$ cat config.mk
export PLATFORM = sky130hd
export DESIGN_NAME = signal_phase_controller
export DESIGN_NICKNAME = d
export VERILOG_FILES = /design/src/rtl/signal_phase_controller.sv
export SDC_FILE = /design/constraint.sdc
export NUM_CORES = 1
export LEC_CHECK = 0
export CAP_MARGIN = 10
export CORE_AREA = 3 3 60 76
export DETAILED_ROUTE_END_ITERATION = 10
export DIE_AREA = 0 0 63 79
export GPL_TIMING_DRIVEN = 1
export PLACE_DENSITY = 0.79
export SLEW_MARGIN = 10
export SYNTH_ARGS = -nofsm -noshare
export SYNTH_HDL_FRONTEND = slang
export SYNTH_SLANG_ARGS = --single-unit
$ cat constraint.sdc
create_clock -name clk -period 2.2 [get_ports clk]
set_input_delay 0.44 -clock clk [delete_from_list [all_inputs] [get_ports clk]]
set_output_delay 0.44 -clock clk [all_outputs]
set_load 0.01 [all_outputs]
$ cat src/rtl/signal_phase_controller.sv
// signal_phase_controller
//   Consumer end of the approach-sensor interface. Reads the four 8-bit
//   moving averages, drives the shared next_road select the sensors sample
//   on, and sequences GREEN -> YELLOW -> ALLRED phases with the green length
//   scaled to the demand of the road being served.
//
// Ports
//   clk        system clock
//   reset      asynchronous, active-high reset
//   tick       one-cycle timebase enable; every duration is counted in ticks
//   avg_north  road 0 sensor average
//   avg_east   road 1 sensor average
//   avg_south  road 2 sensor average
//   avg_west   road 3 sensor average
//   next_road  road to be served next (to the sensors)
//   cur_road   road currently holding, or last held, green
//   lights     lamp vector, road r = bits [3r+2:3r] = {red, yellow, green}
//   phase      0 = GREEN, 1 = YELLOW, 2 = ALLRED
//   timer      ticks remaining in the current phase, including this one
//
// phase     | meaning
// ----------+-------------------------------------------------
// PH_GREEN  | cur_road shows green, timer loaded from clamped avg
// PH_YELLOW | cur_road shows yellow, next_road already updated
// PH_ALLRED | every road red (clearance, and the reset state)

module signal_phase_controller #(
  parameter int MIN_GREEN   = 10,
  parameter int MAX_GREEN   = 60,
  parameter int YELLOW_TIME = 3,
  parameter int ALLRED_TIME = 1,
  parameter int SKIP_THRESH = 0
) (
  input  logic        clk,
  input  logic        reset,
  input  logic        tick,
  input  logic [7:0]  avg_north,
  input  logic [7:0]  avg_east,
  input  logic [7:0]  avg_south,
  input  logic [7:0]  avg_west,
  output logic [1:0]  next_road,
  output logic [1:0]  cur_road,
  output logic [11:0] lights,
  output logic [1:0]  phase,
  output logic [7:0]  timer
);

  typedef enum logic [1:0] {
    PH_GREEN  = 2'd0,
    PH_YELLOW = 2'd1,
    PH_ALLRED = 2'd2
  } phase_t;

  localparam logic [11:0] ALL_RED = 12'b100_100_100_100;

  phase_t      phase_q, phase_d;
  logic [7:0]  timer_q, timer_d;
  logic [1:0]  cur_road_q, cur_road_d;
  logic [1:0]  next_road_q, next_road_d;
  logic [11:0] lights_q, lights_d;

  logic [31:0] avg_all;
  assign avg_all = {avg_west, avg_south, avg_east, avg_north};

  function automatic logic [7:0] avg_of(input logic [31:0] all, input logic [1:0] r);
    return all[{r, 3'b000} +: 8];
  endfunction

  // Plain unsigned compare against the limits; avg is never modified.
  function automatic logic [7:0] clamp_green(input logic [7:0] a);
    if (int'(a) < MIN_GREEN)      return 8'(MIN_GREEN);
    else if (int'(a) > MAX_GREEN) return 8'(MAX_GREEN);
    else                          return a;
  endfunction

  // Scan c+1..c+4 (the current road last); first road at or above the
  // threshold wins, otherwise fall back to plain round-robin.
  function automatic logic [1:0] sel_next(input logic [1:0] c, input logic [31:0] all);
    logic [1:0] r;
    logic [1:0] pick;
    logic       found;
    pick  = c + 2'd1;
    found = 1'b0;
    for (int k = 1; k <= 4; k++) begin
      r = c + 2'(k);
      if (!found && (int'(avg_of(all, r)) >= SKIP_THRESH)) begin
        pick  = r;
        found = 1'b1;
      end
    end
    return pick;
  endfunction

  function automatic logic [11:0] decode_lights(input phase_t ph, input logic [1:0] r);
    logic [11:0] l;
    l = ALL_RED;
    for (int i = 0; i < 4; i++) begin
      if (2'(i) == r) begin
        if (ph == PH_GREEN)       l[3*i +: 3] = 3'b001;
        else if (ph == PH_YELLOW) l[3*i +: 3] = 3'b010;
      end
    end
    return l;
  endfunction

  always_comb begin
    phase_d     = phase_q;
    timer_d     = timer_q;
    cur_road_d  = cur_road_q;
    next_road_d = next_road_q;
    if (tick) begin
      if (timer_q > 8'd1) begin
        timer_d = timer_q - 8'd1;
      end else begin
        case (phase_q)
          PH_ALLRED: begin
            phase_d    = PH_GREEN;
            cur_road_d = next_road_q;
            timer_d    = clamp_green(avg_of(avg_all, next_road_q));
          end
          PH_GREEN: begin
            phase_d     = PH_YELLOW;
            timer_d     = 8'(YELLOW_TIME);
            next_road_d = sel_next(cur_road_q, avg_all);
          end
          PH_YELLOW: begin
            phase_d = PH_ALLRED;
            timer_d = 8'(ALLRED_TIME);
          end
          default: begin
            phase_d = PH_ALLRED;
            timer_d = 8'(ALLRED_TIME);
          end
        endcase
      end
    end
    // Decoding from the next-state values keeps lights registered yet
    // aligned with phase_q/cur_road_q.
    lights_d = decode_lights(phase_d, cur_road_d);
  end

  always_ff @(posedge clk or posedge reset) begin
    if (reset) begin
      phase_q     <= PH_ALLRED;
      timer_q     <= 8'(ALLRED_TIME);
      cur_road_q  <= 2'd3;
      next_road_q <= 2'd0;
      lights_q    <= ALL_RED;
    end else begin
      phase_q     <= phase_d;
      timer_q     <= timer_d;
      cur_road_q  <= cur_road_d;
      next_road_q <= next_road_d;
      lights_q    <= lights_d;
    end
  end

  assign next_road = next_road_q;
  assign cur_road  = cur_road_q;
  assign lights    = lights_q;
  assign phase     = phase_q;
  assign timer     = timer_q;

endmodule
==> impl_metrics.env <==
export IMPL_worstPathArrival_ps=2270
export IMPL_outcome="finished, final reports clean"
export IMPL_endpoint_kind="flop"
export IMPL_synthSimpleGateAreaFrac_pct=21.7
export IMPL_drt_iter0_drc=109
export IMPL_grt_pass1_wl_um=6790
export IMPL_synth_compound_area_share_pct=15.7
export IMPL_antennaDiodeCount=0
export IMPL_core_mm2=0.00385
export IMPL_synth_most_common_cell="dfrtp_1"
export IMPL_synth_warnings=0
export IMPL_crit_fanout=11
export IMPL_cts_buffers=3
export IMPL_path_clk_slew_ps=90
export IMPL_synth_top_family_by_area="simple AND/OR/NAND/NOR gates"
export IMPL_yosysUniqueCellTypes=51
export IMPL_layout_drive_gt1_share_pct=16.8
export IMPL_synth_mux_area_share_pct=12.4
export IMPL_grt_pass1_vias=1465
export IMPL_syn_area_per_cell_um2=10.6
export IMPL_peakVddDrop_mv=0.394
export IMPL_fp_row_count=25
export IMPL_route_detailed_drc=0
export IMPL_initial_core_util_pct=40.7
export IMPL_synth_xor_area_share_pct=1.12
export IMPL_drv_cap=0
export IMPL_startpoint_type="flop"
export IMPL_vias_per_cell=5.43
export IMPL_clk_path_buf_depth=2
export IMPL_synth_flop_cell="dfrtp_1"
export IMPL_vias=1456
export IMPL_hold_buffers=0
export IMPL_area_growth_pct=49.0
export IMPL_grt_overflow_total=0
export IMPL_synthTopCellsByArea="dfrtp_1 (29%), dfstp_2 (13%), mux4_1 (6.7%)"
export IMPL_layout_setup_ws_ps=136
export IMPL_die_y_um=79
export IMPL_track_usage_pct=17.2
export IMPL_clk_latency_ps=280
export IMPL_tightest_slew_ps=409
export IMPL_p_leak_nw=0.950
export IMPL_layout_worst_path_cycle_share_pct=93.8
export IMPL_post_drt_wl_per_cell_um=14.6
export IMPL_grt_max_degree=27
export IMPL_critical_path_max_stage_delay_ps=620
export IMPL_postCtsSetupBuffers=0
export IMPL_synth_edf_count=0
export IMPL_min_period_ps=2060
export IMPL_hold_viol_final=0
export IMPL_ios=61
export IMPL_port_buffers=60
export IMPL_synthesis_nets=185
export IMPL_gp_congestion=0.824
export IMPL_synthesis_area_mm2=0.00157
export IMPL_root_buffer="clkbuf_8"
export IMPL_slew_headroom_pct=72.7
export IMPL_fp_dieArea_mm2=0.00498
export IMPL_clock_sinks=26
export IMPL_fmax_mhz=484
export IMPL_postSynthCellCount=148
export IMPL_antenna_found_initial=0
export IMPL_crit_chain="inv_1 > ha_1 > o21ba_2 > and4_1 > mux2i_1 > buf_4 > or2_2"
export IMPL_dp_hpwl_um=3030
export IMPL_async_reset_ff_share_pct=100
export IMPL_synth_area_leader_cell="dfrtp_1"
export IMPL_cts_tree="done"
export IMPL_fill_cells=320
export IMPL_critPathSlowestCell="dfstp_2"
export IMPL_required_ps=2410
export IMPL_crit_type="flop to flop"
export IMPL_drt_wl_total_um=3900
export IMPL_synth_top_area_share_pct=28.8
export IMPL_postRouteAntennaNets=0
export IMPL_power_mw=2.50
export IMPL_cts_max_level=1
export IMPL_hold_class="input port to asynchronous set/reset pin"
export IMPL_powerDensity_mw_per_mm2=1070
export IMPL_pre_cts_ws_ps=-14.0
export IMPL_synth_seq_area_share_pct=42.2
export IMPL_slew_viol_final=0
export IMPL_dr_pass1_iters=4
export IMPL_setup_violations=0
export IMPL_netlist_top_cells_count="dfrtp_1 (18), nor2_1 (12), nand2_1 (9)"
export IMPL_skew_ps=4.27
export IMPL_ys_ff_latch=26
export IMPL_rsz0062_at_grt="no"
export IMPL_finalNetCount=252
export IMPL_die_x_um=63
export IMPL_synth_fa_ha_area_share_pct=1.60
export IMPL_cts_resized=0
[sequential cells by signal (all words and copies together) (netlist names)]
register and count:
lights 12, phase 2, cur_road 2, next_road 2, timer 8
[routing by layer]
layer | track usage, % | vias to the layer above | wire, um
li1 | - | 702 | -
met1 | 19.9 | 694 | 1630
met4 | 9.49 | 0 | 102
met2 | 30.4 | 52 | 1960
met3 | 2.40 | 8 | 203
met5 | 0 | - | 0
[worst paths after layout]
check / startpoint / cells past startpoint / to / slack [ps]
hold / removal: reset / 3 / lights[3] / 510
min in group clk: timer[7] / 1 / timer[7] / 530
max in group asynchronous: reset / 3 / lights[8] / 1390
setup / recovery: timer[0] / 7 / lights[11] / 140
setup reg to reg: timer[0] / 7 / lights[11] / 140
hold reg to reg: timer[7] / 1 / timer[7] / 530
[layout by cell type (no fill, tap or decap), types with 2 or more instances in the layout]
cell type	count
nor3_1	7
a21oi_1	2
nand3_1	4
nand2_1	9
mux4_1	4
mux4_2	3
a31oi_1	2
nand4_1	4
nor4_1	4
or3b_2	2
o21ai_0	8
ha_1	2
clkdlybuf4s50_1	60
dfrtp_1	18
a221o_1	4
a22oi_1	2
dfstp_2	8
nand2b_1	4
o31ai_1	2
buf_4	11
clkbuf_8	3
and3_1	3
nor4b_1	2
nor2_1	12
a211oi_1	2
inv_1	7
[metrics by stage]
| stage | setup TNS (ps) | area [um2] | cells | hold WS [ps] | utilization, % |
|---|---|---|---|---|---|
| floorplan | 0 | 1570 | 148 | 474 | - |
| global placement | 0 | 2260 | 264 | 530 | 58.8 |
| finish | 0 | 2330 | 268 | 505 | 60.7 |
| global route | 0 | 2330 | 268 | 542 | 60.7 |
| CTS | 0 | 2330 | 268 | 516 | 60.7 |
| detailed placement | -14.0 | 2260 | 264 | 525 | 58.8 |
[worst max-delay path: cells and delay by family (launching register included)]
kind,cells,cell delay (ps)
AOI/OAI and AO/OA,1,290
muxes,1,120
and+or+nand+nor,2,520
DFF,1,620
buffers and inverters,2,240
adders and majority gates,1,210
[power by group]
| group | leakage [nW] | switching, mW | internal (mW) | total [mW] |
|---|---|---|---|---|
| registers | 0.317 | 0.240 | 0.650 | 0.891 |
| clock network | 0.0357 | 0.157 | 0.244 | 0.401 |
| logic | 0.597 | 0.543 | 0.661 | 1.20 |
| total | 0.950 | 0.941 | 1.55 | 2.50 |
[logic make-up after synthesis]
| kind of cell | count (synthesis) |
|---|---|
| fa+ha+maj | 2 |
| simple gates | 59 |
| compound gates | 33 |
| buf+inv | 17 |
| mux | 9 |
| xor+xnor | 2 |
| flops | 26 |
[final cells by class]
cell class / count / area [um2] / area share, %
clock buffers: 3 / 41.3 / 1.77
clock inverters: 1 / 30.0 / 1.29
inverters: 8 / 30.0 / 1.29
multi-input cells: 105 / 822 / 35.2
flip-flops and latches: 26 / 661 / 28.3
well taps: 54 / 67.6 / 2.89
repair buffers: 71 / 683 / 29.3
Note: power is estimated with default switching activity, not from simulation.
